## src/rtl/mem_matmul_sequencer.sv

```systemverilog
// ---------------------------------------------------------------------------
// mem_matmul_sequencer
//
// Computes C = A x B for square N x N matrices of 32-bit unsigned words that
// live in a single-ported data memory. A, B and C are stored row-major at the
// word addresses BASE_A, BASE_B and BASE_C. For every C element the sequencer
// walks the inner index k, reading A[i][k] and then B[k][j]. It accumulates
// the products modulo 2^32 and finally writes the sum back to C[i][j].
//
// Ports
//   clk              : single clock, all state changes on the rising edge
//   rst_n            : asynchronous active-low reset
//   start            : request a new computation (sampled only in IDLE)
//   busy             : high while reading operands or writing a result
//   done             : one-cycle pulse after the last C element is written
//   mem_address      : data memory word address
//   mem_write_data   : data memory write value (the finished dot product)
//   mem_write_enable : data memory write strobe
//   mem_read_enable  : data memory read strobe
//   mem_read_data    : combinational read data, valid in the address cycle
// ---------------------------------------------------------------------------
module mem_matmul_sequencer #(
    parameter int N      = 3,
    parameter int BASE_A = 0,
    parameter int BASE_B = 9,
    parameter int BASE_C = 18
) (
    input  logic        clk,
    input  logic        rst_n,
    input  logic        start,
    output logic        busy,
    output logic        done,
    output logic [31:0] mem_address,
    output logic [31:0] mem_write_data,
    output logic        mem_write_enable,
    output logic        mem_read_enable,
    input  logic [31:0] mem_read_data
);

    // Index counters only need to reach N-1; keep at least one bit for N=1.
    localparam int            IW   = (N > 1) ? $clog2(N) : 1;
    localparam logic [IW-1:0] LAST = IW'(N - 1);
    localparam logic [IW-1:0] ONE  = IW'(1);
    localparam logic [31:0]   N32  = 32'(N);
    localparam logic [31:0]   BA32 = 32'(BASE_A);
    localparam logic [31:0]   BB32 = 32'(BASE_B);
    localparam logic [31:0]   BC32 = 32'(BASE_C);

    typedef enum logic [2:0] {
        IDLE,
        RD_A,
        RD_B,
        WR,
        DONE
    } state_t;

    state_t state;
    state_t state_next;

    logic [IW-1:0] i;
    logic [IW-1:0] j;
    logic [IW-1:0] k;
    logic [31:0]   acc;
    logic [31:0]   a_reg;

    logic          k_last;
    logic          last_element;
    logic [31:0]   addr_a;
    logic [31:0]   addr_b;
    logic [31:0]   addr_c;

    assign k_last       = (k == LAST);
    assign last_element = (i == LAST) && (j == LAST);

    // Row-major address decode, derived purely from the index registers so
    // the memory interface never sees a combinational path from start or
    // from the read data.
    assign addr_a = BA32 + (32'(i) * N32) + 32'(k);
    assign addr_b = BB32 + (32'(k) * N32) + 32'(j);
    assign addr_c = BC32 + (32'(i) * N32) + 32'(j);

    // State register.
    always_ff @(posedge clk or negedge rst_n) begin
        if (!rst_n) begin
            state <= IDLE;
        end else begin
            state <= state_next;
        end
    end

    // Next-state logic: two read cycles per inner step, one write per
    // element, and a single DONE cycle before returning to IDLE. start is
    // only looked at in IDLE, so pulses during a run are ignored.
    always_comb begin
        state_next = state;
        unique case (state)
            IDLE: begin
                if (start) begin
                    state_next = RD_A;
                end
            end
            RD_A: begin
                state_next = RD_B;
            end
            RD_B: begin
                state_next = k_last ? WR : RD_A;
            end
            WR: begin
                state_next = last_element ? DONE : RD_A;
            end
            DONE: begin
                state_next = IDLE;
            end
            default: begin
                state_next = IDLE;
            end
        endcase
    end

    // Datapath registers: indices, the latched A operand and the running
    // dot-product accumulator. In RD_B k is left at N-1 on the final step
    // because the following WR clears it anyway. On the very last element j
    // wraps to 0 while i stays put; neither value is used again before the
    // next start clears them.
    always_ff @(posedge clk or negedge rst_n) begin
        if (!rst_n) begin
            i     <= '0;
            j     <= '0;
            k     <= '0;
            acc   <= '0;
            a_reg <= '0;
        end else begin
            unique case (state)
                IDLE: begin
                    if (start) begin
                        i   <= '0;
                        j   <= '0;
                        k   <= '0;
                        acc <= '0;
                    end
                end
                RD_A: begin
                    a_reg <= mem_read_data;
                end
                RD_B: begin
                    acc <= acc + (a_reg * mem_read_data);
                    if (!k_last) begin
                        k <= k + ONE;
                    end
                end
                WR: begin
                    acc <= '0;
                    k   <= '0;
                    if (j == LAST) begin
                        j <= '0;
                        if (i != LAST) begin
                            i <= i + ONE;
                        end
                    end else begin
                        j <= j + ONE;
                    end
                end
                DONE: begin
                end
                default: begin
                end
            endcase
        end
    end

    // Output decode from the registered state. Everything stays 0 outside
    // the read/write states, so reads and writes can never overlap and an
    // asynchronous reset drops the whole memory interface immediately.
    always_comb begin
        busy             = 1'b0;
        done             = 1'b0;
        mem_address      = '0;
        mem_write_data   = '0;
        mem_write_enable = 1'b0;
        mem_read_enable  = 1'b0;
        unique case (state)
            RD_A: begin
                busy            = 1'b1;
                mem_address     = addr_a;
                mem_read_enable = 1'b1;
            end
            RD_B: begin
                busy            = 1'b1;
                mem_address     = addr_b;
                mem_read_enable = 1'b1;
            end
            WR: begin
                busy             = 1'b1;
                mem_address      = addr_c;
                mem_write_data   = acc;
                mem_write_enable = 1'b1;
            end
            DONE: begin
                done = 1'b1;
            end
            default: begin
            end
        endcase
    end

endmodule
```

## config.mk

```make
export PLATFORM = sky130hd
export DESIGN_NAME = mem_matmul_sequencer
export DESIGN_NICKNAME = d
export VERILOG_FILES = /design/src/rtl/mem_matmul_sequencer.sv
export SDC_FILE = /design/constraint.sdc
export NUM_CORES = 1
export LEC_CHECK = 0
export ABC_AREA = 0
export CORE_ASPECT_RATIO = 1.1
export CORE_MARGIN = 2
export CORE_UTILIZATION = 55
export CTS_BUF_LIST = sky130_fd_sc_hd__clkbuf_2 sky130_fd_sc_hd__clkbuf_4 sky130_fd_sc_hd__clkbuf_8
export CTS_CLUSTER_SIZE = 28
export DETAILED_ROUTE_END_ITERATION = 7
export HOLD_SLACK_MARGIN = 0.08
export PLACE_DENSITY = 0.81
export SLEW_MARGIN = 25
export SYNTH_ARGS = -nofsm -noshare
export SYNTH_HDL_FRONTEND = slang
export SYNTH_SLANG_ARGS = --single-unit
```

## constraint.sdc

```tcl
create_clock -name clk -period 7.5 [get_ports clk]
set_input_delay 1.875 -clock clk [delete_from_list [all_inputs] [get_ports clk]]
set_output_delay 1.875 -clock clk [all_outputs]
set_load 0.01 [all_outputs]
```

==> results.json, run 1 <==
{
  "status": "finished with violations",
  "violations": "negative setup slack",
  "dieArea_um2": 38700,
  "cts_tree": "done",
  "die_x_um": 188,
  "globalRouteTotalUtil_pct": 31.8,
  "portBuffers": 76,
  "synth_area_leader_cell": "fa_1",
  "grt_max_degree": 74,
  "synth_edf_count": 0,
  "synth-xor-area-share_pct": 3.82,
  "crit_path_max_fanout": 7,
  "r2r-start": "a_reg[12]",
  "postRouteWirelength_um": 58800,
  "antenna_found_initial": 1,
  "setup_ws_ps": -515,
  "first_pass_iters": 5,
  "syn_to_final_growth_pct": 19.4,
  "viasPerCell": 5.45,
  "grt_first_pass_wirelength_um": 94400,
  "final.period_utilization_pct": 107,
  "crit_path_start": "mem_read_data[6]",
  "final-seq-area_um2": 1830,
  "slew_violations": 0,
  "hold_viol": 0,
  "initial_core_util_pct": 55.4,
  "rsz0062_at_grt": "true",
  "cp-end-kind": "register",
  "setup_viol": 18,
  "multi_input_area_um2": 16900,
  "ant_nets": 0,
  "place_area_um2": 22900,
  "final_cell_mix": "inv_1, fa_1, and2_1, nand2_1, buf_4",
  "syn_area_um2": 20400,
  "synth-compound-area-share_pct": 4.21,
  "drc": 0,
  "layout_commonest_cell": "inv_1",
  "fin_skew_ps": 29.2,
  "ys_ff_latch": 73,
  "post-dp-hpwl_um": 44000,
  "synthFlopType": "dfrtp_1",
  "synth_area_per_cell_um2": 9.23,
  "design.core.area_um2": 36900,
  "cts_buffer_depth": 2,
  "n_fill_cell": 2718,
  "cts_root_buffer": "clkbuf_8",
  "critical_path_class": "in -> reg",
  "period_needed_ps": 8020,
  "detail_route.wl_per_cell_um": 20.2,
  "timing.fmax_mhz": 125,
  "synth_fa_ha_area_share_pct": 52.0,
  "routabilityCongestion": 0.912,
  "cp-start-kind": "primary input",
  "synth_cell_types": 60,
  "first_iter_violations": 1198,
  "grt_pass1_vias": 17800,
  "final_util_pct": 66.2,
  "clk_pin_slew_ps": 80,
  "synthSimpleGateAreaFrac_pct": 16.8,
  "worst_ep_required_time_ps": 7780,
  "row_count": 74,
  "via_count": 15900,
  "crit_arrival_ps": 8290,
  "synth_top_area_share_pct": 43.5,
  "async_flop_share_pct": 100,
  "io_pins": 103,
  "insertion_delay_ps": 420,
  "cts_buffers": 9,
  "ys_top_cells_by_area": "fa_1, and2_1, inv_1, dfrtp_1, ha_1",
  "stdcell_area_um2": 24400,
  "synth_top_family_by_area": "adder cells",
  "grt.overflow.total": 0,
  "ys_seq_area_share_pct": 8.94,
  "setup_tns_ps": -6130,
  "drv_cap": 0,
  "fp.dieH_um": 206,
  "num_antenna_cells": 0,
  "hold_class": "reg -> reg",
  "tightest_slew_ps": 1070,
  "synthMuxAreaShare_pct": 1.86,
  "synth_cells": 2213,
  "relSlewSlack_pct": 28.6,
  "final_nets": 3035,
  "place_ws_ps": -1270,
  "htree_levels": 3,
  "drive_gt1_share_pct": 19.8,
  "cts_sinks": 73,
  "yosysWarnings": 0,
  "min_from": "acc[26]"
}
## logic make-up (layout without fill, tap and decap cells)
family | count (synthesis) | in the layout
and+or+nand+nor | 658 | 658
buffers and inverters | 643 | 827
adders and majority gates | 582 | 582
AOI/OAI and AO/OA | 133 | 133
xor gates and xnor gates | 89 | 89
DFF | 73 | 73
muxes | 34 | 34
other | 1 | 26
## stage by stage
step,hold WS (ps),cells
2_1_floorplan,463,2238
3_3_place_gp,487,2837
3_5_place_dp,489,2837
4_1_cts,511,2906
5_1_grt,549,2916
6_report,508,2916
## cells in the mapped netlist, types with 27 or more instances
master and instances:
nand2_1 250, dfrtp_1 73, ha_1 138, a21oi_1 29, o21ai_0 40, buf_4 27, xnor2_1 65, fa_1 444
and2_1 351, inv_1 505, mux2_2 32, clkbuf_1 104
## layer usage
| layer | GRT usage, % | vias to the layer above | wire [um] |
|---|---|---|---|
| li1 | - | 6790 | - |
| met1 | 39.2 | 8067 | 21800 |
| met2 | 54.7 | 827 | 28700 |
| met3 | 5.15 | 222 | 5070 |
| met4 | 16.0 | 0 | 3270 |
| met5 | 0 | - | 0 |
## final cells by class
class | count | share of cell area (%)
multi-input cells | 1522 | 69.1
inverters | 506 | 7.79
clock buffers | 11 | 0.621
flip-flops and latches | 73 | 7.49
repair buffers | 306 | 12.1
well taps | 494 | 2.53
clock inverters | 4 | 0.313
## critical path: stages
cell      delay, ps
clkbuf_4        160
buf_12          150
buf_12          120
and2_4          140
fa_1            530
fa_1            440
fa_1            570
inv_2            50
fa_1            490
inv_2            40
fa_1            550
fa_1            450
fa_1            550
inv_2            40
fa_1            530
inv_2            50
ha_4            270
and3_4          230
nand3_4          90
o311a_1         390
nor3_2          200
a31oi_1         120
xnor2_1         140
o21ai_1          70
## final timing paths
check	to	slack [ps]	depth (start not counted)
max in group asynchronous	a_reg[8]	5410	1
hold reg to reg	acc[26]	510	2
min in group asynchronous	a_reg[1]	1520	1
setup reg to reg	acc[27]	310	25
setup / recovery	acc[31]	-520	24
hold / removal	acc[26]	510	2
## what timing repair did
item / in CTS / in global routing
endpoints found under the hold margin: 0 / 0
setup endpoints to repair: 20 / 19
setup buffers: 42 / 13
hold buffers: 0 / 0
resized for setup: 218 / 66
cloned: 14 / 0
pin swaps: 166 / 87
Power of run 1 is left out: the tool's default activity adds up to more than one toggle a clock period on the data nets, which glitch-free logic cannot reach.
==> inputs of run 2 (changes only) <==
==> constraint.sdc (replaced) <==
create_clock -name clk -period 10.05 [get_ports clk]
set_input_delay 2.5125 -clock clk [delete_from_list [all_inputs] [get_ports clk]]
set_output_delay 2.5125 -clock clk [all_outputs]
set_load 0.01 [all_outputs]
==> run 2 against run 1 <==
The flow now finishes without violations. Critical endpoint is now acc[27]. Hold slack better by 8.5 ps. Highest routed layer unchanged. First-iteration DRC count is 25% lower. Setup slack gained 1100 ps. Wire length shrank 13%. Utilization down 7.1 points. Register-to-register slack better by 2400 ps. Sequential cell count unchanged. Via count decreased by 7.7%. Count of clock-buffer cells in the layout shrank 1. Global-route usage down 3.6 points. Clock skew fell by 11 ps.
==> results.json, run 2 (synthesized netlist as in run 1, its figures left out) <==
{
  "fp.dieH_um": 206,
  "cts_buffer_depth": 2,
  "postRouteWirelength_um": 51300,
  "final_cell_mix": "inv_1, fa_1, and2_1, nand2_1, ha_1",
  "rsz0062_at_grt": "false",
  "cts_root_buffer": "clkbuf_8",
  "period_needed_ps": 9440,
  "drive_gt1_share_pct": 4.74,
  "multi_input_area_um2": 16200,
  "design.core.area_um2": 36900,
  "drv_cap": 0,
  "setup_tns_ps": 0,
  "tightest_slew_ps": 1040,
  "syn_to_final_growth_pct": 6.68,
  "cts_hold_buf": 0,
  "holdWs_ps": 516,
  "setup_viol": 0,
  "portBuffers": 76,
  "cts_tree": "done",
  "routabilityCongestion": 0.895,
  "globalRouteTotalUtil_pct": 28.3,
  "slowest_delay_ps": 760,
  "htree_levels": 3,
  "grt_first_pass_wirelength_um": 85400,
  "worst_ep_required_time_ps": 10320,
  "io_pins": 103,
  "cp-end-kind": "register",
  "cp-start-kind": "primary input",
  "first_iter_violations": 900,
  "first_pass_iters": 7,
  "ant_nets": 0,
  "status": "completed",
  "fin_skew_ps": 18.1,
  "row_count": 74,
  "cts_buffers": 9,
  "via_count": 14700,
  "layout_commonest_cell": "inv_1",
  "drc": 0,
  "final_nets": 2849,
  "antenna_found_initial": 0,
  "viasPerCell": 5.38,
  "grt.overflow.total": 0,
  "slew_violations": 0,
  "crit_path_max_fanout": 12,
  "timing.fmax_mhz": 106,
  "cts_sinks": 73,
  "final-seq-area_um2": 1830,
  "grt_max_degree": 56,
  "hold_viol": 0,
  "initial_core_util_pct": 55.4,
  "detail_route.wl_per_cell_um": 18.8,
  "n_fill_cell": 3087,
  "hold_class": "reg -> reg",
  "critical_path_class": "in -> reg",
  "cpMostUsedCell": "fa_1",
  "grt_pass1_vias": 16400,
  "die_x_um": 188,
  "final.period_utilization_pct": 93.9,
  "clk_pin_slew_ps": 90,
  "num_antenna_cells": 0,
  "crit_arrival_ps": 9710,
  "cp_slowest_cell": "clkdlybuf4s50_1",
  "insertion_delay_ps": 400,
  "post_cts_buffers": 0,
  "cts-resized-gates": 0,
  "relSlewSlack_pct": 30.7,
  "dieArea_um2": 38700,
  "post-dp-hpwl_um": 41500
}
[run 2: changes by cell type in the layout (fill, tap and decap cells not counted), sizes merged, moves of 3 or more]
cell / previous run / this run
dlygate4sd2: 3 / 0
bufbuf: 7 / 0
buf: 237 / 45
clkdlybuf4s50: 52 / 75
clkbuf: 17 / 10
[run 2: cell type report]
type | count | share of cell area, %
flip-flops and latches | 73 | 8.38
inverters | 506 | 8.72
multi-input cells | 1522 | 74.3
clock buffers | 10 | 0.632
well taps | 494 | 2.84
repair buffers | 120 | 5.00
clock inverters | 5 | 0.178
[run 2: worst paths after layout]
path | cells after the start | from | endpoint | slack [ps]
worst max-delay path | 25 | mem_read_data[1] | acc[27] | 610
worst min-delay path | 1 | a_reg[6] | a_reg[6] | 520
worst max register to register | 25 | a_reg[9] | acc[27] | 2660
worst min register to register | 1 | a_reg[6] | a_reg[6] | 520
max in group asynchronous | 2 | rst_n | a_reg[28] | 6960
min in group asynchronous | 1 | rst_n | acc[10] | 2000
[run 2: metal layers]
| layer | wire length (um) | share of wire [%] | up-vias | global-route usage, % |
|---|---|---|---|---|
| li1 | - | - | 6401 | - |
| met1 | 20400 | 40 | 7504 | 36.6 |
| met2 | 24900 | 49 | 648 | 48.1 |
| met3 | 4150 | 8.1 | 131 | 4.87 |
| met4 | 1760 | 3.4 | 0 | 10.3 |
| met5 | 0 | 0 | - | 0 |
[run 2: critical path: cells and delay by family]
kind	cells	cell delay, ps
buffers and inverters	7	1090
AO/OA/AOI/OAI	7	1240
adder cells (fa/ha/maj)	9	4360
AND/OR/NAND/NOR	1	360
XOR/XNOR	1	140
[run 2: stage by stage]
| stage | setup slack [ps] | cell area, um2 | cells | utilization [%] |
|---|---|---|---|---|
| global placement | 381 | 21600 | 2715 | 58.7 |
| global route | 270 | 21800 | 2730 | 59.1 |
| floorplan | 1180 | 20500 | 2238 | - |
| CTS | 629 | 21800 | 2730 | 59.1 |
| finish | 609 | 21800 | 2730 | 59.1 |
| detailed placement | 245 | 21600 | 2715 | 58.7 |
Power of run 2 is left out for the same reason.
==> patch (settings of run 2) <==
`N`: 3 -> 2.
--- a/src/rtl/mem_matmul_sequencer.sv
+++ b/src/rtl/mem_matmul_sequencer.sv
@@ -20,7 +20,7 @@
 //   mem_read_data    : combinational read data, valid in the address cycle
 // ---------------------------------------------------------------------------
 module mem_matmul_sequencer #(
-    parameter int N      = 3,
+    parameter int N      = 2,
     parameter int BASE_A = 0,
     parameter int BASE_B = 9,
     parameter int BASE_C = 18
Behaviour: not the same (a bounded check fails within 10 cycles, from zero or initial values and one cycle with rst_n low).
==> patch against run 2 <==
- worst setup slack lost 0.22 ns
- synthesized cell count down 2.7%
- highest routed layer is now met5
- first-iteration DRC count rose by 27%
- die area down 2.8%
- final area decreased by 2.4%
- routed wire length increased by 6.1%
- area after synthesis is 2.8% lower
- sequential cell count fell by 3
- hold slack got worse by 0.0023 ns
- count of clock-buffer cells in the layout increased by 3
Power is not shown: default switching activity piles up to over one toggle a cycle in this logic, so the estimate is an artifact.
==> patch: results (changes against run 2) <==
Outcome
  – Status: complete, no violations (unchanged)

Placed design
  – DP HPWL: 43270 um (was 41470 um)
  – IO buf count: 75 (was 76)
  – Placed Instances: 2651 (was 2715)
  – Gpl congestion: 0.9834 (was 0.8946)

GRT
  – Pin count of the biggest net entering global routing: 71 (was 56)
  – Global-route wire length before repair: 88350 um (was 85420 um)
  – Vias in the first global route: 16120 (was 16410)
  – Initial antenna violation count: 2 (was 0)
  – GRT Overall Usage: 31.11% (was 28.26%)

Clock tree
  – CTS Buf Count: 9 (unchanged)
  – Reg clk slew, reported paths: 0.07 ns (was 0.09 ns)
  – Clk_lat worst skew: 0.38 ns (was 0.40 ns)
  – Postcts setup bufs: 0 (unchanged)
  – H-tree depth: 3 (unchanged)

Routing
  – DRT iter0 DRCs: 1141 (was 900)
  – Routed WL per cell: 20.39 um (was 18.78 um)
  – Vias: 14600 (was 14680)
  – Pre-antenna DRT Iters: 5 (was 7)

Yosys
  – Seq/Total Area, Yosys: 8.827% (was 8.943%)
  – Synth area leaders: fa_1 (44%), and2_1 (11%), inv_1 (9.4%), dfrtp_1 (8.8%), ha_1 (7.9%) (was fa_1 (44%), and2_1 (11%), inv_1 (9.3%), dfrtp_1 (8.9%), ha_1 (8.5%))
  – Mean Syn Cell Area: 9.213 um2 (was 9.230 um2)
  – Top cells by count, synth: inv_1 (495), fa_1 (438), and2_1 (351), nand2_1 (251), ha_1 (125) (was inv_1 (505), fa_1 (444), and2_1 (351), nand2_1 (250), ha_1 (138))
  – Number of distinct library cells after synthesis: 51 (was 60)
  – Synth warnings: 0 (unchanged)
  – Top_reg_cell synth: dfrtp_1 (unchanged)

Finish
  – Final Non-Filler Cells: 2666 (was 2730)
  – Filler cell count: 2910 (was 3087)
  – Layout cells sized above 1: 4.991% (was 4.741%)
  – Nets: 2779 (was 2849)

Worst setup path
  – Worst r2r src: a_reg[12] (was a_reg[9])
  – Worst path arrival time: 9.88 ns (was 9.71 ns)
  – Crit-path slowest cell: fa_1 (was clkdlybuf4s50_1)
  – R2R cell count: 25 (unchanged)
  – Crit path from: mem_read_data[2] (was mem_read_data[1])
  – Slowest stage delay, CP: 0.59 ns (was 0.76 ns)
  – Critical path fanouts, max: 6 (was 12)
  – CP top delay family: adder cells (unchanged)

Job
  – Maxcap violations: 0 (unchanged)

Timing
  – Actual slew at the worst max-slew pin: 1.096 ns (was 1.040 ns)
  – Worst Skew: 0.01537 ns (was 0.01808 ns)

Worst hold path
  – Hold path start: a_reg[31] (was a_reg[6])
==> patch: per-stage QoR <==
stage | cell area, um2 | worst slack (ns)
6_report | 21270 | 0.3904
5_1_grt | 21270 | 0.1677
4_1_cts | 21260 | 0.4998
3_5_place_dp | 21080 | 0.1193
3_3_place_gp | 21080 | 0.2484
2_1_floorplan | 19940 | 0.8458
==> patch: final timing paths <==
check,slack (ns),endpoint
setup / recovery,0.39,acc[31]
hold / removal,0.51,a_reg[31]
setup reg to reg,2.05,acc[31]
hold reg to reg,0.51,a_reg[31]
max in group asynchronous,7.37,a_reg[2]
min in group asynchronous,2.15,acc[7]
==> patch: layout make-up <==
type                       count  share of cell area [%]
clock buffer                  13                  0.8119
timing repair buffer         127                   5.430
multi-input combinational   1478                   73.92
sequential                    70                   8.236
tap                          481                   2.830
clock inverter                 1                 0.02353
inverter                     495                   8.736
antenna                        1                 0.01177
==> patch: cell families after synthesis <==
family / after synthesis / synth area share [%]
other: 1 / 0.01890
buffers and inverters: 632 / 12.48
XOR/XNOR: 87 / 3.840
AO/OA/AOI/OAI: 109 / 3.537
flip-flops: 70 / 8.827
multiplexers: 33 / 1.866
AND/OR/NAND/NOR: 659 / 17.36
adder cells (fa/ha/maj): 563 / 52.06
==> patch: worst register-to-register path, cell delays in order (launching register included) <==
cell	delay (ns)
dfrtp_1	1.07
and2_1	0.28
fa_1	0.45
fa_1	0.51
fa_1	0.53
inv_1	0.05
fa_1	0.47
inv_1	0.05
fa_1	0.52
inv_1	0.06
fa_1	0.53
inv_1	0.05
fa_1	0.49
inv_1	0.08
fa_1	0.49
inv_1	0.04
ha_1	0.32
nand2_1	0.14
nor2_1	0.11
a221o_1	0.39
a2111oi_4	0.41
o311ai_1	0.18
a21oi_1	0.28
o21ai_1	0.13
xnor2_1	0.15
o21ai_1	0.07
==> patch: layer usage <==
layer  global-route usage [%]  part of all wire, %  vias to the layer above
met5                        0                0.039                        -
met4                    11.20                  3.9                        4
met3                    6.161                  8.9                      151
met2                    50.00                   47                      696
met1                    42.23                   40                     7541
li1                         -                    -                     6211
